File: src/rtl/mem_arbiter_if.sv
// Shared-memory arbiter bus bundle: data-cache, instruction-cache
// and main-memory signals grouped for the arbiter and its environment.
interface mem_arbiter_if #(
  parameter int ADDR_W = 6,
  parameter int DATA_W = 32
);
  logic              dc_read;
  logic              dc_write;
  logic [ADDR_W-1:0] dc_address;
  logic [DATA_W-1:0] dc_writedata;
  logic [DATA_W-1:0] dc_readdata;
  logic              dc_busywait;

  logic              ic_read;
  logic [ADDR_W-1:0] ic_address;
  logic [DATA_W-1:0] ic_readdata;
  logic              ic_busywait;

  logic              mem_read;
  logic              mem_write;
  logic [ADDR_W-1:0] mem_address;
  logic [DATA_W-1:0] mem_writedata;
  logic [DATA_W-1:0] mem_readdata;
  logic              mem_busywait;

  logic [15:0]       dc_count;
  logic [15:0]       ic_count;

  modport slave (
    input  dc_read, dc_write, dc_address, dc_writedata,
    output dc_readdata, dc_busywait,
    input  ic_read, ic_address,
    output ic_readdata, ic_busywait,
    output mem_read, mem_write, mem_address, mem_writedata,
    input  mem_readdata, mem_busywait,
    output dc_count, ic_count
  );

  modport master (
    output dc_read, dc_write, dc_address, dc_writedata,
    input  dc_readdata, dc_busywait,
    output ic_read, ic_address,
    input  ic_readdata, ic_busywait,
    input  mem_read, mem_write, mem_address, mem_writedata,
    output mem_readdata, mem_busywait,
    input  dc_count, ic_count
  );
endinterface

File: src/rtl/mem_arbiter.sv
// Round-robin arbiter sharing one main-memory port between the
// data cache and the instruction cache, with per-client counters.
module mem_arbiter #(
  parameter int ADDR_W = 6,
  parameter int DATA_W = 32
) (
  input  logic          CLK,
  input  logic          RESET,
  mem_arbiter_if.slave  bus
);

  localparam logic [15:0] CNT_MAX = 16'hFFFF;

  typedef enum logic [1:0] {
    IDLE    = 2'd0,
    GRANT_D = 2'd1,
    GRANT_I = 2'd2
  } state_e;

  state_e      state_q, state_d;
  logic        last_i_q, last_i_d;
  logic        seen_busy_q, seen_busy_d;
  logic [15:0] dc_count_q, dc_count_d;
  logic [15:0] ic_count_q, ic_count_d;

  logic dreq;
  logic ireq;
  logic in_grant;
  logic done;
  logic grant_d_ok;
  logic grant_i_ok;

  function automatic logic [15:0] sat_inc(input logic [15:0] v);
    return (v == CNT_MAX) ? v : v + 16'd1;
  endfunction

  assign dreq     = bus.dc_read | bus.dc_write;
  assign ireq     = bus.ic_read;
  assign in_grant = (state_q == GRANT_D) | (state_q == GRANT_I);
  assign done     = in_grant & seen_busy_q & ~bus.mem_busywait;

  // last_i_q=1 means the instruction cache was served last, so D wins ties
  assign grant_d_ok = dreq & (~ireq | last_i_q);
  assign grant_i_ok = ireq & (~dreq | ~last_i_q);

  always_ff @(posedge CLK) begin
    if (RESET) begin
      state_q     <= IDLE;
      last_i_q    <= 1'b1;
      seen_busy_q <= 1'b0;
      dc_count_q  <= 16'd0;
      ic_count_q  <= 16'd0;
    end else begin
      state_q     <= state_d;
      last_i_q    <= last_i_d;
      seen_busy_q <= seen_busy_d;
      dc_count_q  <= dc_count_d;
      ic_count_q  <= ic_count_d;
    end
  end

  always_comb begin
    state_d     = state_q;
    last_i_d    = last_i_q;
    seen_busy_d = seen_busy_q;
    dc_count_d  = dc_count_q;
    ic_count_d  = ic_count_q;
    unique case (state_q)
      IDLE: begin
        seen_busy_d = 1'b0;
        if (!bus.mem_busywait) begin
          unique case (1'b1)
            grant_d_ok: state_d = GRANT_D;
            grant_i_ok: state_d = GRANT_I;
            default:    state_d = IDLE;
          endcase
        end
      end
      GRANT_D: begin
        if (bus.mem_busywait) seen_busy_d = 1'b1;
        if (done) begin
          state_d     = IDLE;
          last_i_d    = 1'b0;
          seen_busy_d = 1'b0;
          dc_count_d  = sat_inc(dc_count_q);
        end else if (!dreq) begin
          state_d     = IDLE;
          seen_busy_d = 1'b0;
        end
      end
      GRANT_I: begin
        if (bus.mem_busywait) seen_busy_d = 1'b1;
        if (done) begin
          state_d     = IDLE;
          last_i_d    = 1'b1;
          seen_busy_d = 1'b0;
          ic_count_d  = sat_inc(ic_count_q);
        end else if (!ireq) begin
          state_d     = IDLE;
          seen_busy_d = 1'b0;
        end
      end
      default: begin
        state_d     = IDLE;
        seen_busy_d = 1'b0;
      end
    endcase
  end

  always_comb begin
    bus.mem_read      = 1'b0;
    bus.mem_write     = 1'b0;
    bus.mem_address   = {ADDR_W{1'b0}};
    bus.mem_writedata = {DATA_W{1'b0}};
    unique case (state_q)
      GRANT_D: begin
        // a simultaneous read+write is treated as a write-back
        bus.mem_write     = bus.dc_write;
        bus.mem_read      = bus.dc_read & ~bus.dc_write;
        bus.mem_address   = bus.dc_address;
        bus.mem_writedata = bus.dc_writedata;
      end
      GRANT_I: begin
        bus.mem_read    = bus.ic_read;
        bus.mem_address = bus.ic_address;
      end
      default: begin
        bus.mem_read  = 1'b0;
        bus.mem_write = 1'b0;
      end
    endcase
    bus.dc_busywait = dreq & ~((state_q == GRANT_D) & done);
    bus.ic_busywait = ireq & ~((state_q == GRANT_I) & done);
    bus.dc_readdata = bus.mem_readdata;
    bus.ic_readdata = bus.mem_readdata;
    bus.dc_count    = dc_count_q;
    bus.ic_count    = ic_count_q;
  end

endmodule

File: src/flat_wrapper.sv
// flat-port wrapper written by rule: the top's interface ports become plain ports
module mem_arbiter_flat 
#(
  parameter int ADDR_W = 6,
  parameter int DATA_W = 32
)
  (CLK, RESET, bus_dc_read, bus_dc_write, bus_dc_address, bus_dc_writedata, bus_dc_readdata, bus_dc_busywait, bus_ic_read, bus_ic_address, bus_ic_readdata, bus_ic_busywait, bus_mem_read, bus_mem_write, bus_mem_address, bus_mem_writedata, bus_mem_readdata, bus_mem_busywait, bus_dc_count, bus_ic_count);
  mem_arbiter_if #(.ADDR_W(ADDR_W), .DATA_W(DATA_W)) bus_i ();
  input  logic CLK;
  input  logic RESET;
  input wire logic [$bits(bus_i.dc_read)-1:0] bus_dc_read;
  input wire logic [$bits(bus_i.dc_write)-1:0] bus_dc_write;
  input wire logic [$bits(bus_i.dc_address)-1:0] bus_dc_address;
  input wire logic [$bits(bus_i.dc_writedata)-1:0] bus_dc_writedata;
  output wire logic [$bits(bus_i.dc_readdata)-1:0] bus_dc_readdata;
  output wire logic [$bits(bus_i.dc_busywait)-1:0] bus_dc_busywait;
  input wire logic [$bits(bus_i.ic_read)-1:0] bus_ic_read;
  input wire logic [$bits(bus_i.ic_address)-1:0] bus_ic_address;
  output wire logic [$bits(bus_i.ic_readdata)-1:0] bus_ic_readdata;
  output wire logic [$bits(bus_i.ic_busywait)-1:0] bus_ic_busywait;
  output wire logic [$bits(bus_i.mem_read)-1:0] bus_mem_read;
  output wire logic [$bits(bus_i.mem_write)-1:0] bus_mem_write;
  output wire logic [$bits(bus_i.mem_address)-1:0] bus_mem_address;
  output wire logic [$bits(bus_i.mem_writedata)-1:0] bus_mem_writedata;
  input wire logic [$bits(bus_i.mem_readdata)-1:0] bus_mem_readdata;
  input wire logic [$bits(bus_i.mem_busywait)-1:0] bus_mem_busywait;
  output wire logic [$bits(bus_i.dc_count)-1:0] bus_dc_count;
  output wire logic [$bits(bus_i.ic_count)-1:0] bus_ic_count;
  assign bus_i.dc_read = bus_dc_read;
  assign bus_i.dc_write = bus_dc_write;
  assign bus_i.dc_address = bus_dc_address;
  assign bus_i.dc_writedata = bus_dc_writedata;
  assign bus_dc_readdata = bus_i.dc_readdata;
  assign bus_dc_busywait = bus_i.dc_busywait;
  assign bus_i.ic_read = bus_ic_read;
  assign bus_i.ic_address = bus_ic_address;
  assign bus_ic_readdata = bus_i.ic_readdata;
  assign bus_ic_busywait = bus_i.ic_busywait;
  assign bus_mem_read = bus_i.mem_read;
  assign bus_mem_write = bus_i.mem_write;
  assign bus_mem_address = bus_i.mem_address;
  assign bus_mem_writedata = bus_i.mem_writedata;
  assign bus_i.mem_readdata = bus_mem_readdata;
  assign bus_i.mem_busywait = bus_mem_busywait;
  assign bus_dc_count = bus_i.dc_count;
  assign bus_ic_count = bus_i.ic_count;
  mem_arbiter #(.ADDR_W(ADDR_W), .DATA_W(DATA_W)) u_core (.CLK(CLK), .RESET(RESET), .bus(bus_i));
endmodule
File: config.mk
export PLATFORM = sky130hd
export DESIGN_NAME = mem_arbiter_flat
export DESIGN_NICKNAME = d
export VERILOG_FILES = /design/src/rtl/mem_arbiter_if.sv /design/src/rtl/mem_arbiter.sv /design/src/flat_wrapper.sv
export SDC_FILE = /design/constraint.sdc
export NUM_CORES = 1
export LEC_CHECK = 0
export CAP_MARGIN = 20
export CORE_UTILIZATION = 30
export DETAILED_ROUTE_END_ITERATION = 8
export GPL_TIMING_DRIVEN = 1
export PLACE_DENSITY = 0.77
export SYNTH_ARGS = -nofsm -noshare
export SYNTH_HDL_FRONTEND = slang
export SYNTH_SLANG_ARGS = --single-unit
File: constraint.sdc
create_clock -name CLK -period 1.8 [get_ports CLK]
set_input_delay 0.27 -clock CLK [delete_from_list [all_inputs] [get_ports CLK]]
set_output_delay 0.27 -clock CLK [all_outputs]
set_load 0.01 [all_outputs]
* Word level (Yosys, flattened, before mapping)
Index checks and enable logic that the tools add are counted. Widths: inputs -> output; s select.
Storage, ports and cells: memories 0, flip-flop bits (word level) 36, output and inout port bits 138, RAM bits 0, latch bits 0, memory bits (read-only) 0
Operators by class: multiplexer cells 20, shift-type cells 0, reduce and logical (&&, ||, !) cells 6, divide/modulo/power cells 0, multiply operators 0, eq/ne operators 9, order comparisons 0, $add $sub $neg 2, bitwise logic cells 22
Operators by type and width (count):
- $add 16x1->16 const B | 2
- $eq 16x16->1 const B | 2
- $mux 32 | 1
- $pmux 6 s2 | 1
- $reduce_and 3->1 | 4
- $mux 2 | 5
- $and 1x1->1 | 9
- $not 1->1 | 9
- $mux 1 | 8
- $pmux 1 s2 | 3
- $pmux 2 s3 | 1
- $ne 2x1->1 const B | 2
- $or 1x1->1 | 4
- $pmux 2 s2 | 1
- $ne 3x2->1 const B | 1
- $ne 3x3->1 const B | 1
- $eq 2x1->1 const B | 1
- $eq 2x2->1 const B | 1
- $logic_not 2->1 | 1
- $ne 2x2->1 const B | 1
- $reduce_bool 2->1 | 1

* Logic depth before layout (Yosys ltp)
Gate-level depths: netlist (run 1).
word-level depth 7, depth in mapped cells 8, gate-level depth less buffers 7

* Worst setup path after synthesis (run 1)
OpenSTA, ideal clock, no wires.
path type register to register, start point reg u_core.ic_count_q[0] (netlist: u_core.bus.ic_count[0]), end point reg u_core.ic_count_q[5] (netlist: u_core.bus.ic_count[5]), period minus slack after synthesis 1.845 ns, stages on the path, launching flop included 7, arrival 1.718 ns, data required time 1.672 ns, path buffers 0, slack -0.045 ns, cell sequence dfxtp_1 -> ha_1 -> nand3_1 -> nor4_1 -> nor4b_1 -> xnor2_1 -> nor2_1
On the way: cells in the longest elaborated chain, start to end 3, elaborated cells between the ends (all ways) 4, classes of those cells add/sub: 1; eq/ne: 1; bitwise: 1; reduce/logical: 1
Ends and longest elaborated chain:
- start: declaration | line mem_arbiter.sv:24 | logic [15:0] ic_count_q, ic_count_d;
- start signal: assignment | line mem_arbiter.sv:58 | ic_count_q <= ic_count_d;
- parallel branches: the longest is 3 deep, another holds $add 16x1->16
Parallel ways; which one is timed is not known. A chain may end at the register's enable or synchronous reset.

* Worst setup path after layout (run 1)
start point reg u_core.state_q[0], end point reg u_core.dc_count_q[12] (netlist: u_core.bus.dc_count[12])
On the way: cells in the longest elaborated chain, start to end 5, elaborated cells between the ends (all ways) 6, classes of those cells eq/ne: 2; bitwise: 3; reduce/logical: 1
Ends and longest elaborated chain:
- start: declaration | line mem_arbiter.sv:20 | state_e state_q, state_d;
- start signal: assignment | line mem_arbiter.sv:54 | state_q <= state_d;
- $eq 2x1->1 / $eq 2x2->1 (equally long branches) | line mem_arbiter.sv:39, mem_arbiter.sv:68
- $or 1x1->1 | line mem_arbiter.sv:39 | assign in_grant = (state_q == GRANT_D) | (state_q == GRANT_I);
- $and 1x1->1 (2 in series) | line mem_arbiter.sv:40 | assign done = in_grant & seen_busy_q & ~bus.mem_busywait;
- $reduce_and 3->1 (no source line) (*)
- end signal: assignment | line mem_arbiter.sv:57 | dc_count_q <= dc_count_d;
- end: declaration | line mem_arbiter.sv:23 | logic [15:0] dc_count_q, dc_count_d;
Every way passes the cells marked *; elsewhere a longest branch is shown, timed or not.

==> impl_metrics.toml, run 1 <==
[floorplanning]
dieWidth_um = 98.0
io_pins = 220
start_util_pct = 31.4
dieArea_sq_um = 9600
core-area_sq_um = 8810
num_rows = 34
die_h_um = 98.0

[synth]
ys_seq_elements = 36
synth-edff-count = 0
synth_cell_types = 45
synth_area_leaders = "dfxtp_1 26%, buf_4 18%, and2_1 8.1%, xnor2_1 7.3%, nor2_1 4.9%"
postSynth.asyncResetShare_pct = 0
synth_area_per_cell_sq_um = 8.23
synth_top_area_share_pct = 26.1
synth-main-ff-cell = "dfxtp_1"
synth_cells = 336
synth.largest_area_cell = "dfxtp_1"
syn_nets = 423
netlist_area_sq_um = 2770
ys.warnings.count = 0
ys_seq_area_share_pct = 26.1

[power]
sw_frac_of_total_pct = 27.5
power.internal_mw = 1.75
netSwitchingPower_mw = 0.662
power.share.combinational_pct = 33.2
power-per-cell-area_nw_per_um2 = 542
power.leakage_nw = 1.67
peakVddDrop_v = 0.000310
p_clk_share_pct = 32.6
seq_power_share_pct = 34.1

[global_route]
grt_start_max_net_pins = 41
grt.met3_usage_pct = 4.94
grt_use_total_pct = 18.9
gr-usage-met2_pct = 34.1
grt-busiest-layer = "met2"
grt_pass1_wl_um = 14300
grt_pass1_vias = 2651
grt-ovfl-total = 0
met1_usage_pct = 22.4
antenna_found_initial = 0

[drt]
ant_nets = 0
totalWireLength_um = 9600
via_count = 2688
via_per_inst = 4.86
dr.pass1.iters = 8
wl_per_cell_um = 17.4
drc_errors = 18
drt_iter0_markers = 90

[critical_path]
crit_path_cell_trace = "buf_4 -> ha_4 -> and4b_2 -> buf_12 -> nand4_1 -> buf_4 -> a211oi_2 -> xnor2_1 -> nor2_1"
startpoint = "u_core.state_q[0]"
cpPeakStageDelay_ps = 360
path_delay_family = "simple AND/OR/NAND/NOR gates"
startpoint_type = "register"
arrival_ps = 2110
cp_slowest_cell = "dfxtp_4"
crit_fanout = 5
regToRegStartpoint = "u_core.state_q[0]"
crit_top_cell = "buf_4"
path_buf_inv = 3
path_class = "register to register"
crit_path_end_kind = "register"
crit_required_ps = 1970

[place]
hpwl_um = 7150
dpl-instance-area_sq_um = 3930
place.gp.congestion = 0.815
port_buffers = 123
dpl.cell_count = 529
preCtsSetupSlack_ps = -312

[timing]
fin_crit_sh_pct = 108
timing.setup.tns_ps = -935
rsz0062_at_grt = "true"
setup_viol = 16
tightest_slew_ps = 713
finalMaxSlewViolations = 0
fin_crit_ps = 1940
relSlewSlack_pct = 52.5
finalWorstSetupSlack_ps = -141
fmax_ghz = 0.515
fin_skew_ps = 7.01
hold_viol_final = 0

[clock_tree]
cts_buffers = 5
htree_num_levels = 2
clockRootBuffer = "clkbuf_8"
clkLatencyLatePin_ps = 280
clk_pin_slew_ps = 70
hold_buffers = 0
clock_sinks = 36
cts_buffer_depth = 2
tritoncts = "built"

[finish]
drive_gt1_share_pct = 35.5
final_cell_mix = "81 x clkdlybuf4s50_1, 47 x buf_4, 35 x nor2_1, 31 x and2_1, 31 x dfxtp_1"
multi_input_area_sq_um = 1810
area_growth_pct = 60.8
final_common_cell = "clkdlybuf4s50_1"
num_antenna_cells = 0
fin_area_sq_um = 4450
nets = 531
seqCellArea_sq_um = 729
layoutNonFillerInstCount = 553
nFillCells = 796

[worst_hold_path]
hp-class = "input port to output port"
hold_path.startpoint = "bus_mem_readdata[17]"

[run_status]
status = "complete, but fails checks"
violations = "DRC, setup timing"

[job]
timing.max_cap.violations = 0
==> logic make-up after synthesis <==
| logic type | Yosys count | synth area share (%) |
|---|---|---|
| muxes | 4 | 1.58 |
| adders and majority gates | 5 | 2.26 |
| xor gates and xnor gates | 23 | 7.28 |
| DFF | 36 | 26.1 |
| buffers and inverters | 84 | 20.7 |
| and+or+nand+nor | 151 | 31.8 |
| AOI/OAI and AO/OA | 33 | 10.3 |
==> synthesized netlist by cell type (2+ instances only) <==
| cell type | number |
|---|---|
| ha_1 | 5 |
| xnor2_1 | 23 |
| nand3b_1 | 2 |
| dfxtp_1 | 36 |
| a2111oi_4 | 3 |
| o21ai_0 | 3 |
| or2_2 | 2 |
| inv_1 | 6 |
| mux2_1 | 2 |
| buf_2 | 3 |
| buf_4 | 65 |
| nor4b_1 | 2 |
| nor4_2 | 5 |
| nand2_1 | 18 |
| a22oi_1 | 6 |
| a211oi_1 | 5 |
| nor3b_1 | 2 |
| nor4_1 | 2 |
| and4_1 | 3 |
| nand4_1 | 9 |
| clkbuf_1 | 8 |
| a21oi_1 | 9 |
| a21boi_0 | 2 |
| and2_1 | 36 |
| nor2_1 | 36 |
| nand3_1 | 8 |
| a31oi_1 | 2 |
| nand2b_1 | 2 |
| nor3_1 | 6 |
| nor2b_1 | 10 |
==> path summary, 6_finish.rpt <==
path | cells after the start | endpoint | slack [ps]
min | 0 | bus_dc_readdata[17] | 540
max | 9 | u_core.bus.dc_count[12] | -140
max reg2reg | 9 | u_core.bus.dc_count[12] | -140
min reg2reg | 1 | u_core.bus.dc_count[14] | 550
==> metal layers <==
| metal | up-vias | part of all wire [%] |
|---|---|---|
| li1 | 1289 | - |
| met1 | 1269 | 41 |
| met2 | 121 | 50 |
| met3 | 9 | 8.7 |
| met4 | 0 | 0.57 |
| met5 | - | 0 |
==> area by class of cell <==
cell class / count / area share [%]
Timing Repair Buffer: 179 / 36.5
Clock buffer: 7 / 2.17
Inverter: 6 / 0.563
Multi-Input combinational cell: 216 / 40.7
Tap cell: 108 / 3.04
Clock inverter: 1 / 0.675
Sequential cell: 36 / 16.4
==> power by group through the flow <==
stage | clock (mW) | combinational [mW] | sequential (mW)
final | 0.786 | 0.801 | 0.823
after global routing | 0.839 | 0.851 | 0.825
after detailed placement | 0 | 0.754 | 0.837
after CTS | 0.805 | 0.747 | 0.823
after floorplan | 0 | 0.437 | 0.835
after global placement | 0 | 0.751 | 0.836
==> repair_timing <==
action,4_1_cts,5_1_grt
gates cloned,0,1
endpoints found under the hold margin,0,0
endpoints found under the setup margin,74,59
setup buffers,5,10
resized for setup,162,64
pin swaps,19,20
==> flip-flops by register name, indices dropped and copies added (netlist names) <==
signal / flops
u_core.bus.dc_count: 16
u_core.bus.ic_count: 16
u_core.last_i_q: 1
u_core.seen_busy_q: 1
u_core.state_q: 2
==> through the flow <==
| stage | hold slack (ps) | util [%] | total power, mW |
|---|---|---|---|
| after detailed placement | 483 | 44.6 | 1.59 |
| after global routing | 540 | 50.5 | 2.51 |
| after floorplan | 395 | - | 1.27 |
| final | 540 | 50.5 | 2.41 |
| after CTS | 537 | 47.5 | 2.37 |
| after global placement | 457 | 44.6 | 1.59 |
No activity file was read; power rests on OpenSTA's default activity.
==> run 2, diff against run 1 <==
--- a/config.mk
+++ b/config.mk
@@ -8,6 +8,7 @@
 export CAP_MARGIN = 20
 export CORE_UTILIZATION = 30
 export DETAILED_ROUTE_END_ITERATION = 8
+export GPL_ROUTABILITY_DRIVEN = 0
 export GPL_TIMING_DRIVEN = 1
 export PLACE_DENSITY = 0.77
 export SYNTH_ARGS = -nofsm -noshare
==> results of run 2 <==
Same layout as run 1: the final DEF is identical, and so are final timing and power.
==> run 3, diff against run 2 <==
--- a/config.mk
+++ b/config.mk
@@ -5,12 +5,13 @@
 export SDC_FILE = /design/constraint.sdc
 export NUM_CORES = 1
 export LEC_CHECK = 0
+export ABC_AREA = 1
 export CAP_MARGIN = 20
-export CORE_UTILIZATION = 30
+export CORE_UTILIZATION = 31
 export DETAILED_ROUTE_END_ITERATION = 8
 export GPL_ROUTABILITY_DRIVEN = 0
 export GPL_TIMING_DRIVEN = 1
-export PLACE_DENSITY = 0.77
+export PLACE_DENSITY = 0.78
 export SYNTH_ARGS = -nofsm -noshare
 export SYNTH_HDL_FRONTEND = slang
 export SYNTH_SLANG_ARGS = --single-unit
==> run 3 against run 2 <==
Effect of this change:
- the run now ends clean
- critical path type is now register to output port
- synthesized cell count is 38% higher
- worst hold slack worse by 68 ps
- critical endpoint is now bus_mem_read
- sequential cell count stayed put
- die area is 1.2% higher
- global-route usage is 1.6 points lower
- largest power group is now combinational cells
- final area is 7.1% lower
- sequential power is 5.6% higher
- setup slack better by 180 ps
- core utilization is 4.1 points lower
- synthesized area is 4.6% higher
- highest routed layer unchanged
- via count is 12% higher
- largest cell class unchanged
==> impl_metrics.toml, run 3 <==
[synth]
postSynth.asyncResetShare_pct = 0
syn_nets = 552
synth-main-ff-cell = "dfxtp_1"
synth.largest_area_cell = "dfxtp_1"
synth_top_area_share_pct = 24.9
ys.warnings.count = 0
synth-edff-count = 0
yosys.cell_count.top_type = "nand2_1"
synth_area_per_cell_sq_um = 6.22
ys_seq_elements = 36
synth_area_leaders = "dfxtp_1 25%, nand2_1 18%, buf_4 17%, inv_1 7.1%, nor2_1 6.4%"
netlist_area_sq_um = 2890
synth_commonest_cells = "137 x nand2_1, 66 x buf_4, 55 x inv_1"
synth_cell_types = 33
synth_cells = 465
ys_seq_area_share_pct = 24.9

[worst_hold_path]
hp-class = "register to register"
hold_depth = 1
worstHoldEndpoint = "u_core.bus.dc_count[0]"
hold_path.startpoint = "u_core.bus.dc_count[0]"

[critical_path]
startpoint = "u_core.state_q[0]"
r2r_end = "u_core.bus.dc_count[5]"
path_class = "register to output port"
arrival_ps = 1500
crit_required_ps = 1530
cpPeakStageDelay_ps = 360
cp_slowest_cell = "dfxtp_2"
crit_path_cell_trace = "buf_6 -> ha_4 -> nand2_1 -> o21a_1 -> nor2_1 -> clkdlybuf4s15_2"
crit_fanout = 4
startpoint_type = "register"
worst_r2r_path_depth = 11
regToRegStartpoint = "u_core.state_q[0]"
crit_path_end_kind = "output port"
r2r_slack_ps = 100

[timing]
rsz0062_at_grt = "true"
fin_crit_sh_pct = 98.1
fin_skew_ps = 11.7
timing.setup.tns_ps = 0
fin_crit_ps = 1770
finalMaxSlewViolations = 0
setup_viol = 0
relSlewSlack_pct = 75.0
hold_viol_final = 0
finalWorstSetupSlack_ps = 35.0
tightest_slew_ps = 371
fmax_ghz = 0.567

[drt]
dr.pass1.iters = 5
via_count = 3009
totalWireLength_um = 8640
drt_iter0_markers = 142
drc_errors = 0
ant_nets = 0
wl_per_cell_um = 13.2
via_per_inst = 4.59

[place]
hpwl_um = 6700
preCtsSetupSlack_ps = -199
port_buffers = 123
dpl-instance-area_sq_um = 3940

[run_status]
status = "finished clean"

[clock_tree]
post-cts-setup-buffers = 0
cts_buffer_depth = 2
clock_sinks = 36
clk_pin_slew_ps = 80
tritoncts = "built"
clockRootBuffer = "clkbuf_8"
htree_num_levels = 2
hold_buffers = 0
clkLatencyLatePin_ps = 290
cts_buffers = 5

[power]
seq_power_share_pct = 25.5
peakVddDrop_v = 0.000377
power.leakage_nw = 1.87
power_mw = 3.40
power.share.combinational_pct = 50.9
power-per-cell-area_nw_per_um2 = 824
netSwitchingPower_mw = 1.22
p_clk_share_pct = 23.5
power.internal_mw = 2.18
sw_frac_of_total_pct = 35.9

[floorplanning]
num_rows = 34
dieArea_sq_um = 9720
io_pins = 220
core-area_sq_um = 8890
die_h_um = 98.6
start_util_pct = 32.5
dieWidth_um = 98.6

[finish]
nets = 633
final_cell_mix = "134 x nand2_1, 81 x clkdlybuf4s50_1, 53 x inv_1, 49 x nor2_1, 33 x dfxtp_1"
area_growth_pct = 42.8
num_antenna_cells = 0
fin_area_sq_um = 4130
drive_gt1_share_pct = 16.3
final_common_cell = "nand2_1"

[job]
timing.max_cap.violations = 0

[global_route]
grt_use_total_pct = 17.2
grt_start_max_net_pins = 22
grt_pass1_vias = 2969
grt-ovfl-total = 0
antenna_found_initial = 0
grt_pass1_wl_um = 13700
## run 3: repair_timing
item                                    in CTS  in global routing
endpoints found under the setup margin      53                 46
gates resized for setup                     85                 49
gates cloned                                 1                  0
pin swaps                                    1                  6
## run 3: logic make-up (layout without fill, tap and decap cells)
group | after synthesis | count (layout) | share of synthesized area (%)
and+or+nand+nor | 240 | 240 | 36.0
DFF | 36 | 36 | 24.9
adders and majority gates | 5 | 5 | 2.16
AOI/OAI and AO/OA | 40 | 40 | 7.75
xor gates and xnor gates | 9 | 9 | 2.73
buffers and inverters | 135 | 217 | 26.4
## run 3: routing by layer
metal	global-route usage (%)	share of wire, %
met1	19.6	40
met2	32.0	52
met3	4.82	7.1
met4	3.44	0.90
met5	0	0
## run 3: how the worst max path moves through the flow
stage	endpoint	slack, ps
after floorplan	u_core.bus.ic_count[6]	260
after global placement	bus_dc_busywait	-160
after detailed placement	bus_mem_address[0]	-200
after CTS	u_core.bus.dc_count[5]	1
after global routing	bus_mem_read	-60
final	bus_mem_read	30
## run 3: layout make-up
type / count / area (sq um)
multi-input cells: 294 / 1500
fillers: 884 / 4760
repair buffers: 150 / 1420
clock buffers: 7 / 96.3
flip-flops and latches: 36 / 724
clock inverters: 1 / 30.0
inverters: 59 / 226
well taps: 108 / 135
## run 3: worst max-delay path: cells and delay by family, from the launching register on
family | cells | cell delay [ps]
compound gates | 1 | 170
fa+ha+maj | 1 | 180
buf+inv | 2 | 330
flops | 1 | 360
simple gates | 2 | 180
## run 3: metrics by stage
| step | util [%] | hold slack (ps) | cells |
|---|---|---|---|
| after detailed placement | 44.3 | 487 | 646 |
| after global placement | 44.3 | 477 | 646 |
| after floorplan | - | 441 | 465 |
| final | 46.4 | 472 | 655 |
| after CTS | 46.0 | 509 | 655 |
| after global routing | 46.4 | 505 | 655 |
## run 3: power groups by stage
stage	Clock (mW)	Sequential, mW	Combinational [mW]
global placement	0	0.870	1.60
CTS	0.824	0.866	1.69
detailed placement	0	0.876	1.64
floorplan	0	0.870	0.852
global route	0.863	0.873	1.89
finish	0.801	0.869	1.73
